===== config.mk =====
export PLATFORM = sky130hd
export DESIGN_NAME = mem_port_arbiter
export DESIGN_NICKNAME = d
export VERILOG_FILES = /design/src/rtl/mem_port_arbiter.sv
export SDC_FILE = /design/constraint.sdc
export NUM_CORES = 1
export LEC_CHECK = 0
export BUFFER_PORTS_ARGS = -buffer_cell sky130_fd_sc_hd__clkbuf_2
export CORE_MARGIN = 10
export CORE_UTILIZATION = 50
export DETAILED_ROUTE_END_ITERATION = 6
export PLACE_DENSITY = 0.9
export SLEW_MARGIN = 10
export SYNTH_ARGS = -nofsm -noshare
export SYNTH_HDL_FRONTEND = slang
export SYNTH_SLANG_ARGS = --single-unit
export TNS_END_PERCENT = 20

===== constraint.sdc =====
create_clock -name clk -period 8.9 [get_ports clk]
set_input_delay 0.445 -clock clk [delete_from_list [all_inputs] [get_ports clk]]
set_output_delay 0.445 -clock clk [all_outputs]
set_load 0.05 [all_outputs]

===== src/rtl/mem_port_arbiter.sv =====
// Two-requester arbiter for the core's unified memory port: fetch and load/store
// share one registered memory handshake, round-robin on ties, with a response budget.
module mem_port_arbiter #(
  parameter int TIMEOUT = 64
) (
  input  logic        clk,
  input  logic        rst,
  input  logic        if_req,
  input  logic [31:0] if_addr,
  output logic [31:0] if_rdata,
  output logic        if_done,
  input  logic        d_req,
  input  logic        d_we,
  input  logic [31:0] d_addr,
  input  logic [31:0] d_wdata,
  input  logic [3:0]  d_wstrb,
  output logic [31:0] d_rdata,
  output logic        d_done,
  output logic        mem_req,
  output logic        mem_we,
  output logic [31:0] mem_addr,
  output logic [31:0] mem_wdata,
  output logic [3:0]  mem_wstrb,
  input  logic [31:0] mem_rdata,
  input  logic        mem_ready,
  output logic        timeout_error,
  output logic [1:0]  current_state_vector,
  output logic [1:0]  grant_vector
);

  localparam int CW        = (TIMEOUT < 1) ? 1 : $clog2(TIMEOUT + 1);
  localparam int TO_LAST_I = (TIMEOUT > 0) ? (TIMEOUT - 1) : 0;
  localparam logic [CW-1:0] TO_LAST = CW'(TO_LAST_I);
  localparam logic [CW-1:0] CNT_MAX = CW'(TIMEOUT);

  typedef enum logic [1:0] {
    ST_IDLE = 2'b00,
    ST_BUSY = 2'b01,
    ST_DONE = 2'b10
  } state_t;

  state_t        state_q, state_d;
  logic          mem_req_q, mem_req_d;
  logic          mem_we_q, mem_we_d;
  logic [31:0]   mem_addr_q, mem_addr_d;
  logic [31:0]   mem_wdata_q, mem_wdata_d;
  logic [3:0]    mem_wstrb_q, mem_wstrb_d;
  logic [31:0]   if_rdata_q, if_rdata_d;
  logic [31:0]   d_rdata_q, d_rdata_d;
  logic          if_done_q, if_done_d;
  logic          d_done_q, d_done_d;
  logic          timeout_error_q, timeout_error_d;
  logic [1:0]    grant_q, grant_d;
  logic          last_grant_q, last_grant_d;   // 1 = data was granted last
  logic [CW-1:0] cnt_q, cnt_d;
  logic          pick_data;
  logic          timeout_hit;
  logic          finish;

  // Next-state and next-output logic for the arbitration FSM.
  always_comb begin
    state_d         = state_q;
    mem_req_d       = mem_req_q;
    mem_we_d        = mem_we_q;
    mem_addr_d      = mem_addr_q;
    mem_wdata_d     = mem_wdata_q;
    mem_wstrb_d     = mem_wstrb_q;
    if_rdata_d      = if_rdata_q;
    d_rdata_d       = d_rdata_q;
    if_done_d       = 1'b0;
    d_done_d        = 1'b0;
    timeout_error_d = timeout_error_q;
    grant_d         = grant_q;
    last_grant_d    = last_grant_q;
    cnt_d           = cnt_q;
    pick_data       = 1'b0;
    finish          = 1'b0;

    // The budget is spent when the current BUSY cycle is the TIMEOUT-th one.
    if ((TIMEOUT != 0) && (cnt_q >= TO_LAST)) begin
      timeout_hit = 1'b1;
    end else begin
      timeout_hit = 1'b0;
    end

    case (state_q)
      ST_IDLE: begin
        grant_d   = 2'b00;
        mem_req_d = 1'b0;
        if (if_req || d_req) begin
          if (if_req && d_req) begin
            pick_data = ~last_grant_q;
          end else begin
            pick_data = d_req;
          end
          if (pick_data) begin
            mem_we_d     = d_we;
            mem_addr_d   = d_addr;
            mem_wdata_d  = d_wdata;
            mem_wstrb_d  = d_wstrb;
            grant_d      = 2'b10;
            last_grant_d = 1'b1;
          end else begin
            mem_we_d     = 1'b0;
            mem_addr_d   = if_addr;
            mem_wdata_d  = 32'h0000_0000;
            mem_wstrb_d  = 4'b0000;
            grant_d      = 2'b01;
            last_grant_d = 1'b0;
          end
          cnt_d     = CW'(0);
          mem_req_d = 1'b1;
          state_d   = ST_BUSY;
        end else begin
          state_d = ST_IDLE;
        end
      end
      ST_BUSY: begin
        mem_req_d = 1'b1;
        if (mem_ready) begin
          finish = 1'b1;
          if (grant_q[1]) begin
            d_rdata_d = mem_rdata;
          end else begin
            if_rdata_d = mem_rdata;
          end
        end else if (timeout_hit) begin
          finish          = 1'b1;
          timeout_error_d = 1'b1;
          if (grant_q[1]) begin
            d_rdata_d = 32'h0000_0000;
          end else begin
            if_rdata_d = 32'h0000_0000;
          end
        end else begin
          if (cnt_q != CNT_MAX) begin
            cnt_d = cnt_q + CW'(1);
          end else begin
            cnt_d = cnt_q;
          end
        end
        if (finish) begin
          mem_req_d = 1'b0;
          if_done_d = grant_q[0];
          d_done_d  = grant_q[1];
          state_d   = ST_DONE;
        end else begin
          state_d = ST_BUSY;
        end
      end
      ST_DONE: begin
        mem_req_d = 1'b0;
        grant_d   = 2'b00;
        state_d   = ST_IDLE;
      end
      default: begin
        mem_req_d = 1'b0;
        grant_d   = 2'b00;
        state_d   = ST_IDLE;
      end
    endcase
  end

  // State and output registers; reset drops mem_req immediately.
  always_ff @(posedge clk or posedge rst) begin
    if (rst) begin
      state_q         <= ST_IDLE;
      mem_req_q       <= 1'b0;
      mem_we_q        <= 1'b0;
      mem_addr_q      <= 32'h0000_0000;
      mem_wdata_q     <= 32'h0000_0000;
      mem_wstrb_q     <= 4'b0000;
      if_rdata_q      <= 32'h0000_0000;
      d_rdata_q       <= 32'h0000_0000;
      if_done_q       <= 1'b0;
      d_done_q        <= 1'b0;
      timeout_error_q <= 1'b0;
      grant_q         <= 2'b00;
      last_grant_q    <= 1'b1;
      cnt_q           <= CW'(0);
    end else begin
      state_q         <= state_d;
      mem_req_q       <= mem_req_d;
      mem_we_q        <= mem_we_d;
      mem_addr_q      <= mem_addr_d;
      mem_wdata_q     <= mem_wdata_d;
      mem_wstrb_q     <= mem_wstrb_d;
      if_rdata_q      <= if_rdata_d;
      d_rdata_q       <= d_rdata_d;
      if_done_q       <= if_done_d;
      d_done_q        <= d_done_d;
      timeout_error_q <= timeout_error_d;
      grant_q         <= grant_d;
      last_grant_q    <= last_grant_d;
      cnt_q           <= cnt_d;
    end
  end

  assign mem_req              = mem_req_q;
  assign mem_we               = mem_we_q;
  assign mem_addr             = mem_addr_q;
  assign mem_wdata            = mem_wdata_q;
  assign mem_wstrb            = mem_wstrb_q;
  assign if_rdata             = if_rdata_q;
  assign d_rdata              = d_rdata_q;
  assign if_done              = if_done_q;
  assign d_done               = d_done_q;
  assign timeout_error        = timeout_error_q;
  assign grant_vector         = grant_q;
  assign current_state_vector = state_q;

endmodule


==> results of run 1 <==
-- logic make-up (layout without fill, tap and decap cells) --
logic type | after synthesis | count (layout) | share of synthesized area
and+or+nand+nor | 119 | 119 | 0.0892
muxes | 1 | 1 | 0.00172
AOI/OAI and AO/OA | 151 | 151 | 0.225
xor gates and xnor gates | 1 | 1 | 0.00151
DFF | 148 | 148 | 0.637
buffers and inverters | 50 | 322 | 0.0411
adders and majority gates | 2 | 2 | 0.00430
-- cells in the mapped netlist (all sizes together) (2+ instances only) --
| cell type | instances |
|---|---|
| inv | 7 |
| a32oi | 4 |
| ha | 2 |
| nand4 | 2 |
| nor2 | 37 |
| and2 | 2 |
| buf | 22 |
| a21bo | 2 |
| dfrtp | 147 |
| o211ai | 2 |
| nand2 | 69 |
| a22o | 38 |
| clkbuf | 21 |
| a31oi | 30 |
| a32o | 65 |
| o21ai | 5 |
| nor3 | 2 |
| and3 | 2 |
-- final cells by class --
type                    instances  area [µm²]  share of cell area
multi-input cells             274        1890               0.241
clock buffers                  24         482              0.0612
inverters                       7        31.3             0.00398
repair buffers                283        1430               0.182
well taps                     143         179              0.0227
flip-flops and latches        148        3700               0.471
clock inverters                 8         148              0.0188
-- sequential cells by signal, indices dropped and copies added, names as in the netlist --
| signal | cells |
|---|---|
| if_rdata | 32 |
| cnt_q | 7 |
| mem_we | 1 |
| d_done | 1 |
| grant_vector | 2 |
| current_state_vector | 2 |
| mem_wstrb | 4 |
| last_grant_q | 1 |
| d_rdata | 32 |
| if_done | 1 |
| timeout_error | 1 |
| mem_addr | 32 |
| mem_wdata | 32 |
-- worst reg2reg max path, cell delays in order, from the launching register on --
cell	delay [ns]
dfrtp_1	0.48
nand2b_1	0.26
nor2_4	0.62
nand2_1	0.87
a32o_1	0.51
-- final timing paths --
| kind | start | endpoint |
|---|---|---|
| max | current_state_vector[1]$_DFF_PP0_ | if_rdata[11]$_DFFE_PP0P_ |
| min | rst | mem_wdata[14]$_DFFE_PP0P_ |
| max reg2reg | current_state_vector[1]$_DFF_PP0_ | if_rdata[11]$_DFFE_PP0P_ |
| min reg2reg | timeout_error$_DFFE_PP0P_ | timeout_error$_DFFE_PP0P_ |
| max in group asynchronous | rst | d_rdata[23]$_DFFE_PP0P_ |
| min in group clk | d_wdata[10] | mem_wdata[10]$_DFFE_PP0P_ |
-- routing by layer --
metal | share of wire | GRT usage | wire, µm
met1 | 0.35 | 0.225 | 6310
met2 | 0.53 | 0.370 | 9430
met3 | 0.092 | 0.0757 | 1640
met4 | 0.031 | 0.104 | 550
met5 | 0 | 0 | 0
-- power breakdown --
group | switching (mW) | internal [mW] | total, mW
sequential | 0.182 | 0.977 | 1.16
clock | 0.261 | 0.491 | 0.753
combinational | 1.54 | 0.476 | 2.02
==> results_dict.tcl, run 1 <==
set metrics [dict create \
    drc 0 \
    grt-ovfl-total 0 \
    p_total_mw 3.93 \
    setup_slack_ns 6.04 \
    vias 5089 \
    cp_max_fo 33 \
    final_common_cell "clkbuf_2" \
    design_area_mm2 0.00787 \
    synth.net_count 612 \
    hold_ws_ns 0.0693 \
    cts.path.max_buffers 2 \
    gp_congestion 0.822 \
    fillers 821 \
    synth-edff-count 0 \
    grt_pass1_wl_mm 27.8 \
    dpl_cell_area_mm2 0.00723 \
    startpoint_type "register" \
    critPathKind "reg2reg" \
    max_stage_delay_ns 0.87 \
    final_cells 887 \
    syn_avg_cell_area_um2 12.3 \
    grt_antenna_before_repair 0 \
    grt_max_degree 89 \
    wl_mm 17.9 \
    crit_cells 4 \
    syn2layout_area_growth_pct 35.2 \
    nNetsFinal 871 \
    layout_common_cells "clkbuf_2, dfrtp_1, nand2_1" \
    post-dp-hpwl_mm 13.2 \
    syn_area_mm2 0.00582 \
    leakage_nw 4.07 \
    p_per_area_mw_per_mm2 499 \
    async_reset_ff_frac 1.00 \
    cp_cell_sequence "nand2b_1, nor2_4, nand2_1, a32o_1" \
    track_usage 0.213 \
    clk_latency_ns 0.43 \
    min_path_type "in2async" \
    cts_resized 0 \
    numPortBuffers 278 \
    worst_slew_pin_slew_ns 1.20 \
    fmax_mhz 350 \
    worst_ir_drop_vdd_mv 0.309 \
    firstDrtPassIters 7 \
    synthCells 472 \
    r2r_setup_slack_ns 6.04 \
    yosys.area.top_type_share 0.632 \
    synth_area_leader_cell "dfrtp_1" \
    rsz0062_at_grt "no" \
    grt_pass1_vias 5269 \
    n_antenna_cell 0 \
    fp.dieArea_mm2 0.0164 \
    yosys-top-cells-area "dfrtp_1, a32o_1, a22o_1, nand2_1, a31oi_1" \
    layout_min_cycle_time_ns 2.86 \
    max_cap_viol_count 0 \
    maxSlewViolCount 0 \
    reg2reg_depth 4 \
    cpMaxStageDelayCell "nand2_1" \
    cts_hold_buffers 0 \
    fin_crit_sh 0.321 \
    status "complete, no violations" \
    postRouteAntennaNets 0 \
    die_width_um 128 \
    initial_core_util 0.510 \
    dp.cells 855 \
    crit_buf_inv 0 \
    synth_seq_cells 148 \
    post-place-ws_ns 5.56 \
    cp-end-kind "register" \
    post_drt_wl_per_cell_um 20.2 \
    ys.flop_type "dfrtp_1" \
    finalHoldViolCount 0 \
    utilization 0.689 \
    setup_tns_ns 0 \
    rows 39 \
    root_buffer "clkbuf_16" \
    postCtsSetupBuffers 0 \
    routed_via_density 5.74 \
    die_h_um 128 \
    required_ns 9.21 \
    ys_seq_area_frac 0.637 \
    synth_warnings 0 \
    max_slew_margin 0.192 \
    drive_gt1_frac 0.438 \
    cts_tree "done" \
    clk_pin_slew_ns 0.06 \
    cts.sinks 148 \
    synth_cell_type_count 40 \
    cts.htree.levels 4 \
    cts_buffers 17 \
    crit_family "simple AND/OR/NAND/NOR gates" \
    skew_ns 0.00854 \
    drt_iter0_drc 446 \
    critPathArrivalTime_ns 3.16 \
    setup_viol 0 \
    coreArea_mm2 0.0114 \
    io_pins 279 \
]
Power figures use the tool's default switching activity.
==> inputs of run 2 (changes only) <==
CORE_UTILIZATION = 42   (was 50)
PLACE_DENSITY = 0.81   (was 0.9)
clock period = 2.6 ns   (was 8.9 ns; I/O delays follow)
==> run 2 against run 1 <==
Compared with the run above: clock power grew to 3.2 times the previous value; non-clock buffer count grew 140; highest routed layer unchanged; first-iteration DRC count shrank 19%; largest cell class unchanged; largest power group unchanged; sequential share of layout area shrank 7.2 points.
==> results_dict.tcl, run 2 (synthesis gave the netlist of run 1 again) <==
set metrics [dict create \
    status "complete, no violations" \
    postCtsSetupBuffers 0 \
    cts_tree "done" \
    root_buffer "clkbuf_16" \
    routed_via_density 5.39 \
    regArea_mm2 0.00370 \
    die_width_um 138 \
    numPortBuffers 278 \
    critPathArrivalTime_ns 2.49 \
    cp_cell_sequence "nor2_1, o21a_2, buf_12, nor2_1, a31oi_1, dlygate4sd3_1" \
    coreArea_mm2 0.0134 \
    cp_max_fo 63 \
    hold_ws_ns 0.0107 \
    vias 5714 \
    grt_pass1_wl_mm 32.6 \
    worst_ir_drop_vdd_mv 0.844 \
    die_h_um 138 \
    multi_input_area_mm2 0.00189 \
    drc 0 \
    rsz0062_at_grt "no" \
    drt_iter0_drc 360 \
    wl_mm 21.0 \
    setup_viol 0 \
    required_ns 2.94 \
    layout_common_cells "clkbuf_2, dfrtp_1, dlygate4sd3_1" \
    cts.htree.levels 4 \
    skew_ns 0.00875 \
    setup_tns_ns 0 \
    clk_latency_ns 0.42 \
    max_stage_delay_ns 0.59 \
    io_pins 279 \
    cts.path.max_buffers 2 \
    cp-end-kind "register" \
    post_drt_wl_per_cell_um 19.8 \
    worst_path_most_repeated_cell "nor2_1" \
    setup_slack_ns 0.453 \
    dpl_cell_area_mm2 0.00736 \
    cts_hold_buffers 133 \
    worst_slew_pin_slew_ns 0.628 \
    startpoint_type "register" \
    finalHoldViolCount 0 \
    fp.dieArea_mm2 0.0190 \
    cpMaxStageDelayCell "dlygate4sd3_1" \
    fin_crit_sh 0.826 \
    utilization 0.692 \
    grt_pass1_vias 6188 \
    leakage_nw 4.62 \
    nNetsFinal 1011 \
    cts_buffers 17 \
    firstDrtPassIters 5 \
    maxSlewViolCount 0 \
    drive_gt1_frac 0.377 \
    cts_resized 0 \
    fillers 931 \
    p_per_area_mw_per_mm2 1510 \
    initial_core_util 0.434 \
    syn2layout_area_growth_pct 59.4 \
    postRouteAntennaNets 0 \
    cts.sinks 148 \
    max_slew_margin 0.582 \
    grt_max_degree 64 \
    final_common_cell "clkbuf_2" \
    grt-ovfl-total 0 \
    gp_congestion 0.844 \
    rows 42 \
    layout_min_cycle_time_ns 2.15 \
    design_area_mm2 0.00928 \
    post-dp-hpwl_mm 13.1 \
    post-place-ws_ns 0.852 \
    grt_antenna_before_repair 2 \
    clk_pin_slew_ns 0.06 \
    min_path_type "in2reg" \
    max_cap_viol_count 0 \
    critPathKind "reg2reg" \
    fmax_mhz 466 \
    track_usage 0.217 \
]
## run 2: cell types whose count changed in the layout (fill, tap and decap cells not counted), sizes merged
cell / before / now
dlygate4sd3: 0 / 133
buf: 5 / 12
bufinv: 4 / 2
clkinvlp: 0 / 2
diode: 0 / 2
clkbuf: 302 / 301
## run 2: critical path: cells and delay by family, from the launching register on
family          cells  cell delay, ns
flops               1            0.49
compound gates      2            0.39
buf+inv             2            0.85
simple gates        2            0.34
## run 2: power by group
part / switching [mW] / leakage [nW] / total (mW) / internal, mW
Sequential: 0.643 / 1.84 / 3.99 / 3.34
Combinational: 5.45 / 2.49 / 7.59 / 2.14
Clock: 0.920 / 0.283 / 2.40 / 1.48
## run 2: metal layers
| layer | share of wire | global-route usage |
|---|---|---|
| met2 | 0.52 | 0.379 |
| met1 | 0.37 | 0.241 |
| met5 | 0 | 0 |
| met4 | 0.024 | 0.0805 |
| met3 | 0.093 | 0.0699 |
## run 2: metrics by stage
stage                     power [mW]  std cells
after floorplan                 9.17        472
after global placement          10.8        895
after detailed placement        11.0        895
after CTS                       13.9       1059
after global routing            14.6       1061
final                           14.0       1061
## run 2: final timing paths
| check | end | start | slack (ns) | depth (start not counted) |
|---|---|---|---|---|
| min in group asynchronous | d_done$_DFF_PP0_ | rst | 0.26 | 3 |
| setup / recovery | mem_addr[2]$_DFFE_PP0P_ | current_state_vector[0]$_DFF_PP0_ | 0.45 | 6 |
| setup reg to reg | mem_addr[2]$_DFFE_PP0P_ | current_state_vector[0]$_DFF_PP0_ | 0.45 | 6 |
| max in group asynchronous | mem_addr[1]$_DFFE_PP0P_ | rst | 1.63 | 4 |
| hold / removal | if_rdata[16]$_DFFE_PP0P_ | mem_rdata[16] | 0.01 | 2 |
| hold reg to reg | timeout_error$_DFFE_PP0P_ | timeout_error$_DFFE_PP0P_ | 0.47 | 1 |
## run 2: layout make-up
type	instances	area share
clock buffer	23	0.0515
inverter	7	0.00324
timing repair buffer	423	0.307
multi-input combinational	274	0.203
sequential	148	0.399
tap	176	0.0237
clock inverter	8	0.0108
antenna	2	0.000540
==> inputs of run 3 (changes only) <==
ABC_AREA = 1   (was not set)
CORE_UTILIZATION = 48   (was 42)
PLACE_DENSITY = 0.84   (was 0.81)
clock period = 2 ns   (was 2.6 ns; I/O delays follow)
==> run 3 against run 2 <==
Compared with the run above: non-clock buffer count is 36 lower; sequential power increased by 24%; sequential share of layout area is 1.5 points lower; synthesized area grew 12%; synthesized cell count increased by 65%; flip-flop and latch count is the same.
==> results_dict.tcl, run 3 <==
set metrics [dict create \
    status "complete, no violations" \
    hold_start "mem_rdata[8]" \
    fp.dieArea_mm2 0.0187 \
    grt-ovfl-total 0 \
    drc 0 \
    clk_latency_ns 0.41 \
    gp_congestion 0.830 \
    clk_pin_slew_ns 0.06 \
    startpoint_type "register" \
    async_reset_ff_frac 1.00 \
    synthCells 780 \
    yosys.area.top_type_share 0.562 \
    root_buffer "clkbuf_16" \
    drive_gt1_frac 0.296 \
    die_width_um 137 \
    cts.htree.levels 4 \
    skew_ns 0.00641 \
    max_slew_margin 0.545 \
    cp_max_fo 32 \
    finalHoldViolCount 0 \
    syn_area_mm2 0.00655 \
    fmax_mhz 565 \
    synth-edff-count 0 \
    max_cap_viol_count 0 \
    setup_slack_ns 0.230 \
    post-place-ws_ns 0.271 \
    ys_seq_area_frac 0.566 \
    hold_ws_ns 0.0222 \
    required_ns 2.34 \
    wl_mm 25.9 \
    routed_via_density 5.55 \
    grt_antenna_before_repair 3 \
    layout_common_cells "nand2_1, clkbuf_2, dfrtp_1" \
    grt_pass1_wl_mm 39.3 \
    synth_compound_area_frac 0.0470 \
    cp-end-kind "register" \
    yosys-top-cells-area "dfrtp_1, nand2_1, nand4_1, nand3_1, o21ai_0" \
    post-dp-hpwl_mm 15.2 \
    synth_top_family_by_area "simple AND/OR/NAND/NOR gates" \
    hold_end "if_rdata[8]$_DFFE_PP0P_" \
    synth_cell_type_count 28 \
    critPathArrivalTime_ns 2.11 \
    synthMostInstantiatedCell "nand2_1" \
    r2r_end "if_rdata[29]$_DFFE_PP0P_" \
    cts_buffers 17 \
    syn2layout_area_growth_pct 47.3 \
    holdPathStages 5 \
    synth.net_count 920 \
    setup_viol 0 \
    min_path_type "in2reg" \
    synth_xor_area_frac 0.00268 \
    r2r_setup_slack_ns 0.23 \
    numPortBuffers 278 \
    ys.flop_type "dfrtp_1" \
    synthMuxAreaShare 0 \
    worstReg2RegStart "cnt_q[1]$_DFFE_PP0P_" \
    utilization 0.725 \
    ys_top_cells_by_count "nand2_1, dfrtp_1, nand4_1" \
    nNetsFinal 1269 \
    io_pins 279 \
    synth_seq_cells 148 \
    postRouteAntennaNets 0 \
    drt_iter0_drc 676 \
    synth_area_leader_cell "dfrtp_1" \
    syn_avg_cell_area_um2 8.39 \
    yosys.area_share.simple 0.307 \
    maxSlewViolCount 0 \
    initial_core_util 0.492 \
    synth_fa_ha_area_frac 0.00382 \
    p_per_area_mw_per_mm2 1770 \
    vias 7332 \
    die_h_um 137 \
    rows 42 \
    setup_tns_ns 0 \
    cts_tree "done" \
    rsz0062_at_grt "no" \
    grt_max_degree 94 \
    coreArea_mm2 0.0133 \
    worst_slew_pin_slew_ns 0.683 \
    leakage_nw 5.49 \
    grt_pass1_vias 7132 \
    track_usage 0.268 \
    worst_ir_drop_vdd_mv 1.10 \
    fin_crit_sh 0.885 \
    cts.sinks 148 \
    cts.path.max_buffers 2 \
    firstDrtPassIters 7 \
    reg2reg_depth 9 \
    post_drt_wl_per_cell_um 19.6 \
    final_common_cell "nand2_1" \
    critPathKind "reg2reg" \
    layout_min_cycle_time_ns 1.77 \
    synth_warnings 0 \
]
==> run 3: cell types whose count changed in the layout (fill, tap and decap cells not counted), sizes merged, moves of 30 or more <==
cell         change
a32o            -65
o21ai           +53
inv             +42
a31oi           -30
nand3           +55
a22o            -38
nand4           +63
dlygate4sd3     -38
nand2          +229
==> run 3: cell families (layout without fill, tap and decap cells) <==
family | Yosys count | in the layout
xor+xnor | 2 | 2
buf+inv | 105 | 467
compound gates | 60 | 60
other cells | 0 | 3
simple gates | 463 | 463
flops | 148 | 148
fa+ha+maj | 2 | 2
==> run 3: worst max-delay path by stage <==
stage | startpoint | end | cells past startpoint
floorplan | rst | cnt_q[0]$_DFFE_PP0P_ | 1
global placement | last_grant_q$_DFFE_PP1P_ | mem_addr[30]$_DFFE_PP0P_ | 6
detailed placement | cnt_q[0]$_DFFE_PP0P_ | if_rdata[16]$_DFFE_PP0P_ | 9
CTS | cnt_q[0]$_DFFE_PP0P_ | if_rdata[29]$_DFFE_PP0P_ | 9
global route | cnt_q[0]$_DFFE_PP0P_ | if_rdata[29]$_DFFE_PP0P_ | 9
finish | cnt_q[1]$_DFFE_PP0P_ | if_rdata[29]$_DFFE_PP0P_ | 9
==> run 3: timing repair <==
item                                   in CTS  in global routing
gates resized for setup                     0                  2
setup buffers                               0                  0
endpoints found under the hold margin     216                  0
setup endpoints to repair                   0                  1
hold buffers                               95                  0
==> run 3: report_power, final <==
part           total (mW)  switching, mW  leakage [nW]  internal (mW)
clock network        3.41           1.31         0.304           2.10
logic                8.68           6.89          3.28           1.78
registers            4.94          0.790          1.91           4.15
total                17.0           8.99          5.49           8.03
==> run 3: metrics by stage <==
step | cells | instance area (µm²) | power (mW)
6_report | 1321 | 9640 | 17.0
2_1_floorplan | 780 | 6550 | 10.9
3_3_place_gp | 1191 | 8050 | 13.0
3_5_place_dp | 1191 | 8050 | 13.1
4_1_cts | 1318 | 9630 | 16.7
5_1_grt | 1321 | 9640 | 17.7
==> run 3: metal layers <==
| metal | vias to the layer above | part of all wire | GRT usage |
|---|---|---|---|
| met5 | - | 0 | 0 |
| met4 | 0 | 0.051 | 0.160 |
| met3 | 99 | 0.12 | 0.0946 |
| met2 | 553 | 0.48 | 0.428 |
| met1 | 3454 | 0.35 | 0.305 |
| li1 | 3226 | - | - |
==> run 3: area by class of cell <==
type                    instances  area, µm²
flip-flops and latches        148       3700
fillers                       887       3660
repair buffers                387       2520
multi-input cells             527       2370
clock buffers                  17        425
well taps                     176        220
clock inverters                15        203
inverters                      48        186
diodes                          3       7.51
==> run 3: worst max-delay path, stage by stage, from the launching register on <==
cell	delay, ns
dfrtp_1	0.43
ha_1	0.22
nand2_1	0.08
nor2_1	0.05
nor2_2	0.20
nand2_4	0.20
nand3_2	0.15
buf_12	0.21
nand2_1	0.08
nand2_1	0.08
